### src/rtl/pulse_mixer_uart_if.sv
// Signal bundle of the pulse-rate reporter: measurement inputs and UART/status outputs.
// The master side drives en/pulse; the slave side is the measuring block itself.
interface pulse_mixer_uart_if #(
  parameter int CNT_W = 16
);
  logic             en_i;
  logic             pulse_i;
  logic             uart_tx_o;
  logic             uart_pulse_o;
  logic [CNT_W-1:0] count_o;
  logic             overrun_o;

  modport master (
    output en_i, pulse_i,
    input  uart_tx_o, uart_pulse_o, count_o, overrun_o
  );

  modport slave (
    input  en_i, pulse_i,
    output uart_tx_o, uart_pulse_o, count_o, overrun_o
  );
endinterface

### src/rtl/pulse_mixer_uart.sv
// Counts rising edges of an asynchronous pulse input over a fixed window and reports each
// window's count as a 7-character ASCII frame ("C" + 4 hex digits + CR LF) on a UART 8N1 line.
module pulse_mixer_uart #(
  parameter int CLKS_PER_BIT  = 347,
  parameter int WINDOW_CYCLES = 40000,
  parameter int CNT_W         = 16
) (
  input  logic              wb_clk_i,
  input  logic              wb_rst_i,
  pulse_mixer_uart_if.slave bus
);

  localparam int WIN_W = $clog2(WINDOW_CYCLES + 1);
  localparam int CLK_W = $clog2(CLKS_PER_BIT + 1);

  typedef enum logic [1:0] {IDLE, START, DATA, STOP} tx_state_e;

  function automatic logic [7:0] hex_char(input logic [3:0] n);
    return (n < 4'd10) ? (8'h30 + {4'h0, n}) : (8'h37 + {4'h0, n});
  endfunction

  function automatic logic [7:0] frame_char(input logic [2:0] idx, input logic [15:0] v);
    logic [7:0] ch;
    case (idx)
      3'd0:    ch = 8'h43;
      3'd1:    ch = hex_char(v[15:12]);
      3'd2:    ch = hex_char(v[11:8]);
      3'd3:    ch = hex_char(v[7:4]);
      3'd4:    ch = hex_char(v[3:0]);
      3'd5:    ch = 8'h0D;
      default: ch = 8'h0A;
    endcase
    return ch;
  endfunction

  logic             sync1_q, sync2_q, prev_q;
  logic             edge_det;
  logic [WIN_W-1:0] win_q;
  logic [CNT_W-1:0] run_q, run_next, count_q;
  logic             overrun_q;
  logic             terminal, frame_go;

  tx_state_e        state_q, state_d;
  logic [CLK_W-1:0] clk_q, clk_d;
  logic [2:0]       bit_q, bit_d, char_q, char_d;
  logic [15:0]      snap_q, snap_d, count_ext;
  logic [7:0]       ch_d;
  logic             last_clk, tx_q, tx_d, pulse_q, pulse_d;

  // Two synchronizer stages, then a third flop that remembers the previous level.
  always_ff @(posedge wb_clk_i or posedge wb_rst_i) begin
    if (wb_rst_i) begin
      sync1_q <= 1'b0;
      sync2_q <= 1'b0;
      prev_q  <= 1'b0;
    end else begin
      // NOTE: sequential state uses non-blocking assignments so every flop samples pre-edge values.
      sync1_q <= bus.pulse_i;
      sync2_q <= sync1_q;
      prev_q  <= sync2_q;
    end
  end

  assign edge_det = sync2_q & ~prev_q;
  assign run_next = (run_q == '1) ? run_q : run_q + CNT_W'(edge_det);
  assign terminal = bus.en_i && (win_q == WIN_W'(WINDOW_CYCLES - 1));
  assign frame_go = terminal && (state_q == IDLE);

  always_ff @(posedge wb_clk_i or posedge wb_rst_i) begin
    if (wb_rst_i) begin
      win_q     <= '0;
      run_q     <= '0;
      count_q   <= '0;
      overrun_q <= 1'b0;
    end else if (!bus.en_i) begin
      win_q <= '0;
      run_q <= '0;
    end else if (terminal) begin
      count_q <= run_next;
      run_q   <= '0;
      win_q   <= '0;
      if (state_q != IDLE) overrun_q <= 1'b1;
    end else begin
      win_q <= win_q + 1'b1;
      run_q <= run_next;
    end
  end

  always_ff @(posedge wb_clk_i or posedge wb_rst_i) begin
    if (wb_rst_i) begin
      state_q <= IDLE;
      clk_q   <= '0;
      bit_q   <= '0;
      char_q  <= '0;
      snap_q  <= '0;
      tx_q    <= 1'b1;
      pulse_q <= 1'b0;
    end else begin
      state_q <= state_d;
      clk_q   <= clk_d;
      bit_q   <= bit_d;
      char_q  <= char_d;
      snap_q  <= snap_d;
      tx_q    <= tx_d;
      pulse_q <= pulse_d;
    end
  end

  always_comb begin
    // NOTE: every signal written here gets a default first, so no latch can be inferred.
    state_d   = state_q;
    clk_d     = clk_q;
    bit_d     = bit_q;
    char_d    = char_q;
    snap_d    = snap_q;
    count_ext = '0;
    count_ext[CNT_W-1:0] = run_next;
    last_clk  = (clk_q == CLK_W'(CLKS_PER_BIT - 1));
    case (state_q)
      IDLE: if (frame_go) begin
        state_d = START;
        clk_d   = '0;
        char_d  = '0;
        snap_d  = count_ext;
      end
      START: if (last_clk) begin
        clk_d   = '0;
        bit_d   = '0;
        state_d = DATA;
      end else clk_d = clk_q + 1'b1;
      DATA: if (last_clk) begin
        clk_d = '0;
        if (bit_q == 3'd7) state_d = STOP;
        else               bit_d   = bit_q + 1'b1;
      end else clk_d = clk_q + 1'b1;
      STOP: if (last_clk) begin
        clk_d = '0;
        if (char_q == 3'd6) state_d = IDLE;
        else begin
          char_d  = char_q + 1'b1;
          state_d = START;
        end
      end else clk_d = clk_q + 1'b1;
      default: state_d = IDLE;
    endcase

    // Outputs are decoded from the next state and registered, so the line never glitches.
    ch_d = frame_char(char_d, snap_d);
    case (state_d)
      START:   tx_d = 1'b0;
      DATA:    tx_d = ch_d[bit_d];
      default: tx_d = 1'b1;
    endcase
    pulse_d = (state_d != IDLE);
  end

  assign bus.uart_tx_o    = tx_q;
  assign bus.uart_pulse_o = pulse_q;
  assign bus.count_o      = count_q;
  assign bus.overrun_o    = overrun_q;

endmodule

### src/flat_wrapper.sv
// flat-port wrapper written by rule: the top's interface ports become plain ports
module pulse_mixer_uart_flat 
#(
  parameter int CLKS_PER_BIT  = 347,
  parameter int WINDOW_CYCLES = 40000,
  parameter int CNT_W         = 16
)
  (wb_clk_i, wb_rst_i, bus_en_i, bus_pulse_i, bus_uart_tx_o, bus_uart_pulse_o, bus_count_o, bus_overrun_o);
  pulse_mixer_uart_if #(.CNT_W(CNT_W)) bus_i ();
  input  logic wb_clk_i;
  input  logic wb_rst_i;
  input wire logic [$bits(bus_i.en_i)-1:0] bus_en_i;
  input wire logic [$bits(bus_i.pulse_i)-1:0] bus_pulse_i;
  output wire logic [$bits(bus_i.uart_tx_o)-1:0] bus_uart_tx_o;
  output wire logic [$bits(bus_i.uart_pulse_o)-1:0] bus_uart_pulse_o;
  output wire logic [$bits(bus_i.count_o)-1:0] bus_count_o;
  output wire logic [$bits(bus_i.overrun_o)-1:0] bus_overrun_o;
  assign bus_i.en_i = bus_en_i;
  assign bus_i.pulse_i = bus_pulse_i;
  assign bus_uart_tx_o = bus_i.uart_tx_o;
  assign bus_uart_pulse_o = bus_i.uart_pulse_o;
  assign bus_count_o = bus_i.count_o;
  assign bus_overrun_o = bus_i.overrun_o;
  pulse_mixer_uart #(.CLKS_PER_BIT(CLKS_PER_BIT), .WINDOW_CYCLES(WINDOW_CYCLES), .CNT_W(CNT_W)) u_core (.wb_clk_i(wb_clk_i), .wb_rst_i(wb_rst_i), .bus(bus_i));
endmodule
### config.mk
export PLATFORM = sky130hd
export DESIGN_NAME = pulse_mixer_uart_flat
export DESIGN_NICKNAME = d
export VERILOG_FILES = /design/src/rtl/pulse_mixer_uart_if.sv /design/src/rtl/pulse_mixer_uart.sv /design/src/flat_wrapper.sv
export SDC_FILE = /design/constraint.sdc
export NUM_CORES = 1
export LEC_CHECK = 0
export CAP_MARGIN = 20
export CORE_MARGIN = 4
export CORE_UTILIZATION = 30
export CTS_CLUSTER_DIAMETER = 80
export DETAILED_ROUTE_END_ITERATION = 10
export GPL_TIMING_DRIVEN = 0
export PLACE_DENSITY_LB_ADDON = 0.08
export SYNTH_ARGS = -nofsm -noshare
export SYNTH_HDL_FRONTEND = slang
export SYNTH_SLANG_ARGS = --single-unit
### constraint.sdc
create_clock -name wb_clk_i -period 3.7 [get_ports wb_clk_i]
set_clock_uncertainty 0.1 [all_clocks]
set_input_delay 0.74 -clock wb_clk_i [delete_from_list [all_inputs] [get_ports wb_clk_i]]
set_output_delay 0.74 -clock wb_clk_i [all_outputs]
set_load 0.005 [all_outputs]
* Word-level counts from Yosys, hierarchy flattened
Index checks and enable logic that the tools add are counted.
Operators by class: magnitude comparators 5, equality and inequality tests 16, reduce and logical (&&, ||, !) cells 9, bitwise logic cells 2, muxes and demuxes 33, add/sub/neg operators 13
Operators with widths (number):
- 16-bit two-way mux | 7
- 6-bit by 4-bit adder with 7-bit output (first input constant) | 8
- 8-bit case mux with 6 select lines | 1
- 16-bit equality test (second input constant) | 2
- 8-bit two-way mux | 4
- 3-bit two-way mux | 6
- 9-bit two-way mux | 2
- 9-bit case mux with 2 select lines | 1
- 16-bit by 1-bit adder with 16-bit output | 1
- 16-bit by 1-bit adder with 16-bit output (second input constant) | 1
- 4-bit less-than comparator (second input constant) | 4
- 3-bit equality test (second input constant) | 4
- 3-bit case mux with 2 select lines | 2
- 2-bit two-way mux | 5
- 9-bit by 1-bit adder with 9-bit output (second input constant) | 1
- 9-bit equality test (second input constant) | 1
- 2-bit case mux with 4 select lines | 1
- 3-bit by 1-bit adder with 3-bit output (second input constant) | 2
- 2-bit equality test (second input constant) | 3
- 3-bit by 2-bit equality test with 1-bit output (second input constant) | 2
- 2-bit by 1-bit equality test with 1-bit output (second input constant) | 2
- 3-bit by 4-bit less-than comparator with 1-bit output (second input constant) | 1
- 2-bit nonzero test | 2
- 1-bit binary-select mux with 3-bit select | 1
- other kinds (12) | 14
Storage, ports and cells: input bits 4, register bits 87, output and inout bits 19, word-level logic and storage cells 92

* Logic depth before layout (Yosys ltp)
Gate-level depths: netlist of the first run.
word-level depth 12, mapped depth 17, mapped depth without buffers 17

* Least setup slack after synthesis of the first run
No wires, ideal clock.
kind input-to-reg, start in bus_en_i, end reg u_core.tx_q, in the netlist u_core.bus.uart_tx_o, buffers on the path 1, setup time 87 ps, path slack 614 ps, required time 3513 ps, cell stages on the path 14, arrival 2899 ps, path through nor4bb_1 > and4_1 > nand2_1 > clkbuf_1 > nand2_1 > o21ai_0 > inv_1 > ha_1 > inv_1 > o21ai_0 > o22ai_1 > a2111oi_0 > a22o_1 > o31ai_1
Between the ends: cells in the longest elaborated chain, start to end 10, elaborated cells on any way between the ends 36, classes of those cells add/sub (8); order compare (4); eq/ne (7); mux (14); reduce/logical (3)
RTL lines:
- from (decl) | RTL line flat_wrapper.sv:12 | input wire logic [$bits(bus_i.en_i)-1:0] bus_en_i;
- 1-bit logical AND (*) | RTL line pulse_mixer_uart.sv:66 | assign terminal = bus.en_i && (win_q == WIN_W'(WINDOW_CYCLES - 1));
- 1-bit logical AND (*) | RTL line pulse_mixer_uart.sv:67 | assign frame_go = terminal && (state_q == IDLE);
- 16-bit two-way mux (*) | RTL line pulse_mixer_uart.sv:120 | IDLE: if (frame_go) begin
- 16-bit two-way mux (*) | RTL line pulse_mixer_uart.sv:119 | case (state_q)
- via u_core.snap_d[12] | RTL line pulse_mixer_uart.sv:46 | logic [15:0] snap_q, snap_d, count_ext;
- 6-bit by 4-bit adder with 7-bit output / 4-bit less-than comparator (equally long branches) | RTL line pulse_mixer_uart.sv:19 | return (n < 4'd10) ? (8'h30 + {4'h0, n}) : (8'h37 + {4'h0, n});
- 8-bit two-way mux (*) | RTL line pulse_mixer_uart.sv:19
- 8-bit case mux with 6 select lines (*) | RTL line pulse_mixer_uart.sv:24 | case (idx)
- 1-bit binary-select mux with 3-bit select (*) | RTL line pulse_mixer_uart.sv:151 | DATA: tx_d = ch_d[bit_d];
- 1-bit two-way mux (implied by the code) (*) | RTL line pulse_mixer_uart.sv:151
- 1-bit case mux with 2 select lines (*) | RTL line pulse_mixer_uart.sv:149 | case (state_d)
- via u_core.tx_d | RTL line pulse_mixer_uart.sv:48 | logic last_clk, tx_q, tx_d, pulse_q, pulse_d;
- to (signal assigned) | RTL line pulse_mixer_uart.sv:104 | tx_q <= tx_d;
- to (decl) | RTL line pulse_mixer_uart.sv:48
The timed path passes the listed nets; every way through them passes the cells marked *. The select of a mux whose other input is x is not followed. A chain may end at the register's enable or synchronous reset.

* Final worst setup path of the first run
start reg u_core.run_q[10], end reg u_core.tx_q, in the netlist u_core.bus.uart_tx_o
Between the ends: cells in the longest elaborated chain, start to end 10, elaborated cells on any way between the ends 25, classes of those cells add/sub (9); order compare (4); eq/ne (1); mux (11)
RTL lines:
- from (decl) | RTL line pulse_mixer_uart.sv:39 | logic [CNT_W-1:0] run_q, run_next, count_q;
- from (signal assigned) | RTL line pulse_mixer_uart.sv:85 | run_q <= run_next;
- 16-bit by 1-bit adder with 16-bit output / 16-bit equality test (equally long branches) | RTL line pulse_mixer_uart.sv:65 | assign run_next = (run_q == '1) ? run_q : run_q + CNT_W'(edge_det);
- 16-bit two-way mux (*) | RTL line pulse_mixer_uart.sv:65
- 16-bit two-way mux (*) | RTL line pulse_mixer_uart.sv:120
- 16-bit two-way mux (*) | RTL line pulse_mixer_uart.sv:119
- 6-bit by 4-bit adder with 7-bit output / 4-bit less-than comparator (equally long branches) | RTL line pulse_mixer_uart.sv:19
- 8-bit two-way mux | RTL line pulse_mixer_uart.sv:19
- 8-bit case mux with 6 select lines (*) | RTL line pulse_mixer_uart.sv:24
- 1-bit binary-select mux with 3-bit select (*) | RTL line pulse_mixer_uart.sv:151
- 1-bit two-way mux (implied by the code) (*) | RTL line pulse_mixer_uart.sv:151
- 1-bit case mux with 2 select lines (*) | RTL line pulse_mixer_uart.sv:149
- via u_core.tx_d | RTL line pulse_mixer_uart.sv:48
Marked as above.

==> results.ini, run 1 <==
[sta]
period_share=0.9297
rsz0062_at_grt=false
max_freq_mhz=290.7
final-hold-violation-count=0
tightest_slew_ps=720.9
setup_viol=0
final_count_of_pins_violating_max_slew=0
worst_slew_margin_rel=0.5162
tns_ps=0
finalCriticalPeriod_ps=3440
hold_ws_ps=254.3

[layout]
utilization=0.3681
postLayoutCellArea_um2=6083
seq_area_um2=2178
nNetsFinal=624
filler_cell_count=1708
area_delta_synth_final_pct=21.07
post_route_cells_drive_above_1_share=0.1015
diodes=0
finish.cell_count_without_fillers=831
area_used_by_multi_input_combinational_logic_um2=2806

[routing]
detail_route.first_pass.iterations=5
ant_nets=0
wirelength_um=14570
detailedRoute.firstIterationViolations=194
detail_route.drc_violations=0
drt-wirelength-per-cell_um=17.54
route.vias.total=4447
viasPerCell=5.351

[clock_network]
tritoncts.num_buffers=9
clk_root_buffer_cell=clkbuf_16
cts.clk_slew.worst_paths_ps=70
htree_num_levels=3
tritoncts=yes
cts_num_sinks=87
worst_skew_pair.late_latency_ps=350
clk_path_buf_depth=2

[worst_setup_path]
crit_required_ps=3850
path_max_fanout=10
critical_path.endpoint_type=flop
critical_path_class=flop to flop
setup.worst_path.start_class=flop
worst-endpoint-arrival_ps=3590

[yosys]
syn_inst=570
syn_area_per_cell_um2=8.815
post-synth-top-area-fraction=0.4283
synth.top_cells.by_count=86 x dfrtp_1, 67 x nand2_1, 64 x nor2_1
synth_enable_flop_cells=0
synth_cell_types=71
synth-async-reset-ratio=1.000
yosys_warnings=0
post_synth_main_area_contributors=dfrtp_1 43%, o21ai_0 5.6%, nand2_1 5.0%
dominantRegCellSynth=dfrtp_1
synth_seq_cells=87
yosys.area.top_type=dfrtp_1
yosys.cell_count.top_type=dfrtp_1
ys_seq_area_frac=0.4335
syn-num-nets=588
syn_area_um2=5025

[power]
cellInternalPower_w=0.001769
power.static_leakage_nw=2.507
power_frac_comb=0.022
power.ir.vdd_worst_uv=198.5
power.switching_fraction=0.2027
clock_power_share=0.544
seqPwrFrac=0.433
power.density_cell_area_nw_per_um2=364.8
power_switching_w=0.0004499

[status]
status=finished clean

[global_routing]
gr-total-overflow=0
globalRouteTotalUtil=0.1642
grt_pass1_wl_um=24100
largest_net_degree_at_the_start_of_global_routing=49
initial_antenna_violation_count=0
first_global_vias=4481

[die]
fp.dieW_um=137.4
row_count=47
io_pins=23
floorplan.die_area_um2=18880
placeableCoreArea_um2=16520
fp.dieH_um=137.4
floorplan.initialDensity=0.3041

[place]
placed_area_um2=5550
final_hpwl_from_detailed_placement_um=10770
number_of_buffer_cells_added_on_primary_ports=22
dpl.cell_count=813
place_congestion=0.8893

[job]
timing.max_cap.violations=0

[hold_path]
worst_hold_path_type=flop to flop

[through the flow]
| stage | setup slack, ps | total power, W |
|---|---|---|
| 4_1_cts | 62.18 | 0.002260 |
| 6_report | 260.2 | 0.002219 |
| 5_1_grt | 29.41 | 0.002310 |
| 2_1_floorplan | 611.5 | 0.001009 |
| 3_3_place_gp | -999.3 | 0.001028 |
| 3_5_place_dp | -954.5 | 0.001032 |
[placed cells by master, fill, tap and decap left out, drive strengths merged, types with 5 or more instances in the layout]
cell           instances
nand2                 67
ha                    14
a21oi                 23
nand2b                 7
or3                    8
inv                   19
nand4                 15
a31oi                  5
o31ai                  9
buf                    9
bufinv                 5
a21o                   6
dfrtp                 86
nand3                 26
and4                   9
clkdlybuf4s50         21
nor2                  64
clkbuf                22
xnor2                 11
o21ai                 60
nor3                   8
xor2                  10
o211ai                 7
nor4                   8
and2                   8
and3                   7
[per-layer routing]
layer / GRT usage / wire length [um]
met1: 0.2264 / 7075
met5: 0 / 0
met4: 0.05377 / 213
met2: 0.2630 / 6875
met3: 0.02666 / 409
[layout make-up]
type                       instances  share of cell area
buffer                            17             0.01275
clock buffer                       9             0.03702
clock inverter                     7             0.02736
inverter                          19             0.01275
multi-input combinational        445              0.4613
sequential                        87              0.3581
tap                              220             0.04525
timing repair buffer              27             0.04545
[state kept, by name, indices dropped and copies added (netlist names)]
signal and flops:
u_core.clk_q 9, u_core.prev_q 1, u_core.state_q 2, u_core.bus.overrun_o 1, u_core.bus.count_o 16, u_core.char_q 3, u_core.win_q 16, u_core.bus.uart_pulse_o 1
u_core.snap_q 16, u_core.run_q 16, u_core.sync1_q 1, u_core.sync2_q 1, u_core.bus.uart_tx_o 1, u_core.bit_q 3
[what timing repair did]
item / in CTS / in global routing
resized for setup: 17 / 14
buffers inserted: 4 / 0
pin swaps: 3 / 0
setup endpoints to repair: 1 / 1
hold buffers: 0 / 0
[power by group through the flow]
stage / Clock (W) / Combinational [W] / Sequential, W
final: 0.00121 / 0.0000497 / 0.000961
after global routing: 0.00129 / 0.0000581 / 0.000961
after CTS: 0.00125 / 0.0000526 / 0.000961
after detailed placement: 0 / 0.0000525 / 0.000979
after global placement: 0 / 0.0000481 / 0.000980
after floorplan: 0 / 0.0000303 / 0.000978
[worst max-delay path: stages (launching register included)]
cell and delay, ps:
dfrtp_1 420, and4_1 270, and4_1 190, clkbuf_1 440, a311oi_1 320, o31ai_1 600
o21ai_0 140, a2111oi_0 420, a2111oi_1 110, a22o_1 230, o31ai_2 80
[logic make-up (layout without fill, tap and decap cells)]
family	count (synthesis)	in the layout	share of synthesized area
and+or+nand+nor	249	249	0.2512
AOI/OAI and AO/OA	158	158	0.2064
DFF	87	87	0.4335
buffers and inverters	38	79	0.03087
xor gates and xnor gates	21	21	0.03660
adders and majority gates	14	14	0.03486
muxes	3	3	0.006474
[worst paths after layout]
| check | cells after the start | from | slack, ps | endpoint |
|---|---|---|---|---|
| min | 0 | u_core.sync1_q | 250 | u_core.sync2_q |
| min reg2reg | 0 | u_core.sync1_q | 250 | u_core.sync2_q |
| max | 10 | u_core.run_q[10] | 260 | u_core.bus.uart_tx_o |
| min in group asynchronous | 2 | wb_rst_i | 700 | u_core.win_q[14] |
| max in group asynchronous | 3 | wb_rst_i | 2120 | u_core.bus.uart_tx_o |
| max reg2reg | 10 | u_core.run_q[10] | 260 | u_core.bus.uart_tx_o |
(Power assumes the default switching activity.)
==> run 2: changes to the inputs <==
--- a/config.mk
+++ b/config.mk
@@ -12,6 +12,7 @@
 export DETAILED_ROUTE_END_ITERATION = 10
 export GPL_TIMING_DRIVEN = 0
 export PLACE_DENSITY_LB_ADDON = 0.08
+export SLEW_MARGIN = 20
 export SYNTH_ARGS = -nofsm -noshare
 export SYNTH_HDL_FRONTEND = slang
 export SYNTH_SLANG_ARGS = --single-unit
==> results.ini, run 2 (synthesis gave the netlist of run 1 again) <==
[status]
status=finished clean

[place]
placed_area_um2=5553
number_of_buffer_cells_added_on_primary_ports=22
final_hpwl_from_detailed_placement_um=10780
place_congestion=0.8893
dpl.cell_count=813
preCtsSetupSlack_ps=-933.7

[clock_network]
cts.clk_slew.worst_paths_ps=70
post_cts_hold_buffer_count=0
htree_num_levels=3
clk_root_buffer_cell=clkbuf_16
clk_path_buf_depth=2
worst_skew_pair.late_latency_ps=350
cts_num_sinks=87
tritoncts=yes
tritoncts.num_buffers=9

[routing]
wirelength_um=14640
ant_nets=0
detailedRoute.firstIterationViolations=237
detail_route.first_pass.iterations=4
route.vias.total=4464
viasPerCell=5.372
detail_route.drc_violations=0
drt-wirelength-per-cell_um=17.61

[worst_setup_path]
path_max_fanout=10
timing.rr.end=u_core.bus.uart_tx_o
setup.worst_path.start=bus_en_i
worst-endpoint-arrival_ps=3720
critical_path_class=primary input to flop
cp-endpoint=u_core.bus.uart_tx_o
timing.reg2reg.worst_path_depth=14
regToRegStartpoint=u_core.win_q[8]
crit_required_ps=3860
critical_path.endpoint_type=flop
setup.worst_path.start_class=primary input
r2r_setup_slack_ps=160

[sta]
worst_slew_margin_rel=0.4248
final-hold-violation-count=0
tightest_slew_ps=857.1
finalCriticalPeriod_ps=3551
max_freq_mhz=281.6
timing.final.ws_setup_ps=148.6
period_share=0.9598
setup_viol=0
rsz0062_at_grt=false
final_count_of_pins_violating_max_slew=0

[die]
fp.dieH_um=137.4
io_pins=23
floorplan.die_area_um2=18880
row_count=47
floorplan.initialDensity=0.3041
fp.dieW_um=137.4
placeableCoreArea_um2=16520

[layout]
layout_common_cells=86 x dfrtp_1, 66 x nand2_1, 63 x nor2_1, 53 x o21ai_0, 25 x nand3_1
diodes=0
area_delta_synth_final_pct=20.64
final_common_cell=dfrtp_1
post_route_cells_drive_above_1_share=0.09820
utilization=0.3669
finish.cell_count_without_fillers=831
nNetsFinal=624
postLayoutCellArea_um2=6062

[power]
seqPwrFrac=0.431
power.density_cell_area_nw_per_um2=368.2
power_switching_w=0.0004625
power.switching_fraction=0.2072
power_frac_comb=0.023
totalPowerFinal_w=0.002232
power.ir.vdd_worst_uv=201.2
cellInternalPower_w=0.001770
clock_power_share=0.547
power.static_leakage_nw=2.489

[global_routing]
initial_antenna_violation_count=0
globalRouteTotalUtil=0.1645
largest_net_degree_at_the_start_of_global_routing=50
grt_pass1_wl_um=24110
first_global_vias=4422
gr-total-overflow=0

[job]
timing.max_cap.violations=0

[hold_path]
worst_hold_path_type=flop to flop

-- run 2: through the flow --
step,hold WS (ps),TNS (ps)
after floorplan,231.2,0
after global placement,247.1,-88310
after detailed placement,242.7,-2931
after CTS,258.3,0
after global routing,278.6,0
final,256.9,0
-- run 2: power groups by stage --
stage          combinational (W)  clock [W]  sequential (W)
2_1_floorplan          0.0000303          0        0.000978
3_3_place_gp           0.0000481          0        0.000980
3_5_place_dp           0.0000529          0        0.000979
4_1_cts                0.0000532    0.00125        0.000961
5_1_grt                0.0000584    0.00129        0.000961
6_report               0.0000503    0.00122        0.000961
-- run 2: worst min path at each step --
| stage | startpoint | endpoint | slack, ps | cells past startpoint |
|---|---|---|---|---|
| 2_1_floorplan | u_core.sync1_q | u_core.sync2_q | 230 | 0 |
| 3_3_place_gp | u_core.sync1_q | u_core.sync2_q | 250 | 0 |
| 3_5_place_dp | u_core.sync1_q | u_core.sync2_q | 240 | 0 |
| 4_1_cts | u_core.sync1_q | u_core.sync2_q | 260 | 0 |
| 5_1_grt | u_core.sync1_q | u_core.sync2_q | 280 | 0 |
| 6_report | u_core.sync1_q | u_core.sync2_q | 260 | 0 |
-- run 2: repair_timing --
action                                  4_1_cts  5_1_grt
pin swaps                                     3        0
gates resized for setup                      16       10
endpoints found under the setup margin        1        1
gates cloned                                  0        0
buffers inserted                              4        0
-- run 2: layout make-up --
type | count | area (um^2)
Fill cell | 1711 | 10460
Clock inverter | 7 | 166.4
Inverter | 19 | 80.08
Sequential cell | 87 | 2178
Tap cell | 220 | 275.3
Multi-Input combinational cell | 445 | 2783
Clock buffer | 9 | 225.2
Timing Repair Buffer | 27 | 276.5
Buffer | 17 | 77.57
-- run 2: per-layer routing --
layer  GRT usage  vias up  routed length [um]
met5           0        -                   0
met4     0.06098        0                 256
met3     0.02666       16                 456
met2      0.2619       65                6852
met1      0.2251     2215                7072
li1            -     2168                   -
-- run 2: critical path: stages --
cell           delay, ps
dlygate4sd2_1        310
nor4bb_2             290
and4_4               330
nand2_2              140
clkbuf_4             240
nand2_1               80
o21ai_1              130
inv_1                 90
ha_1                 180
inv_1                 80
o21ai_0              180
o22ai_1              130
a2111oi_0            460
a22o_1               220
o31ai_2               80
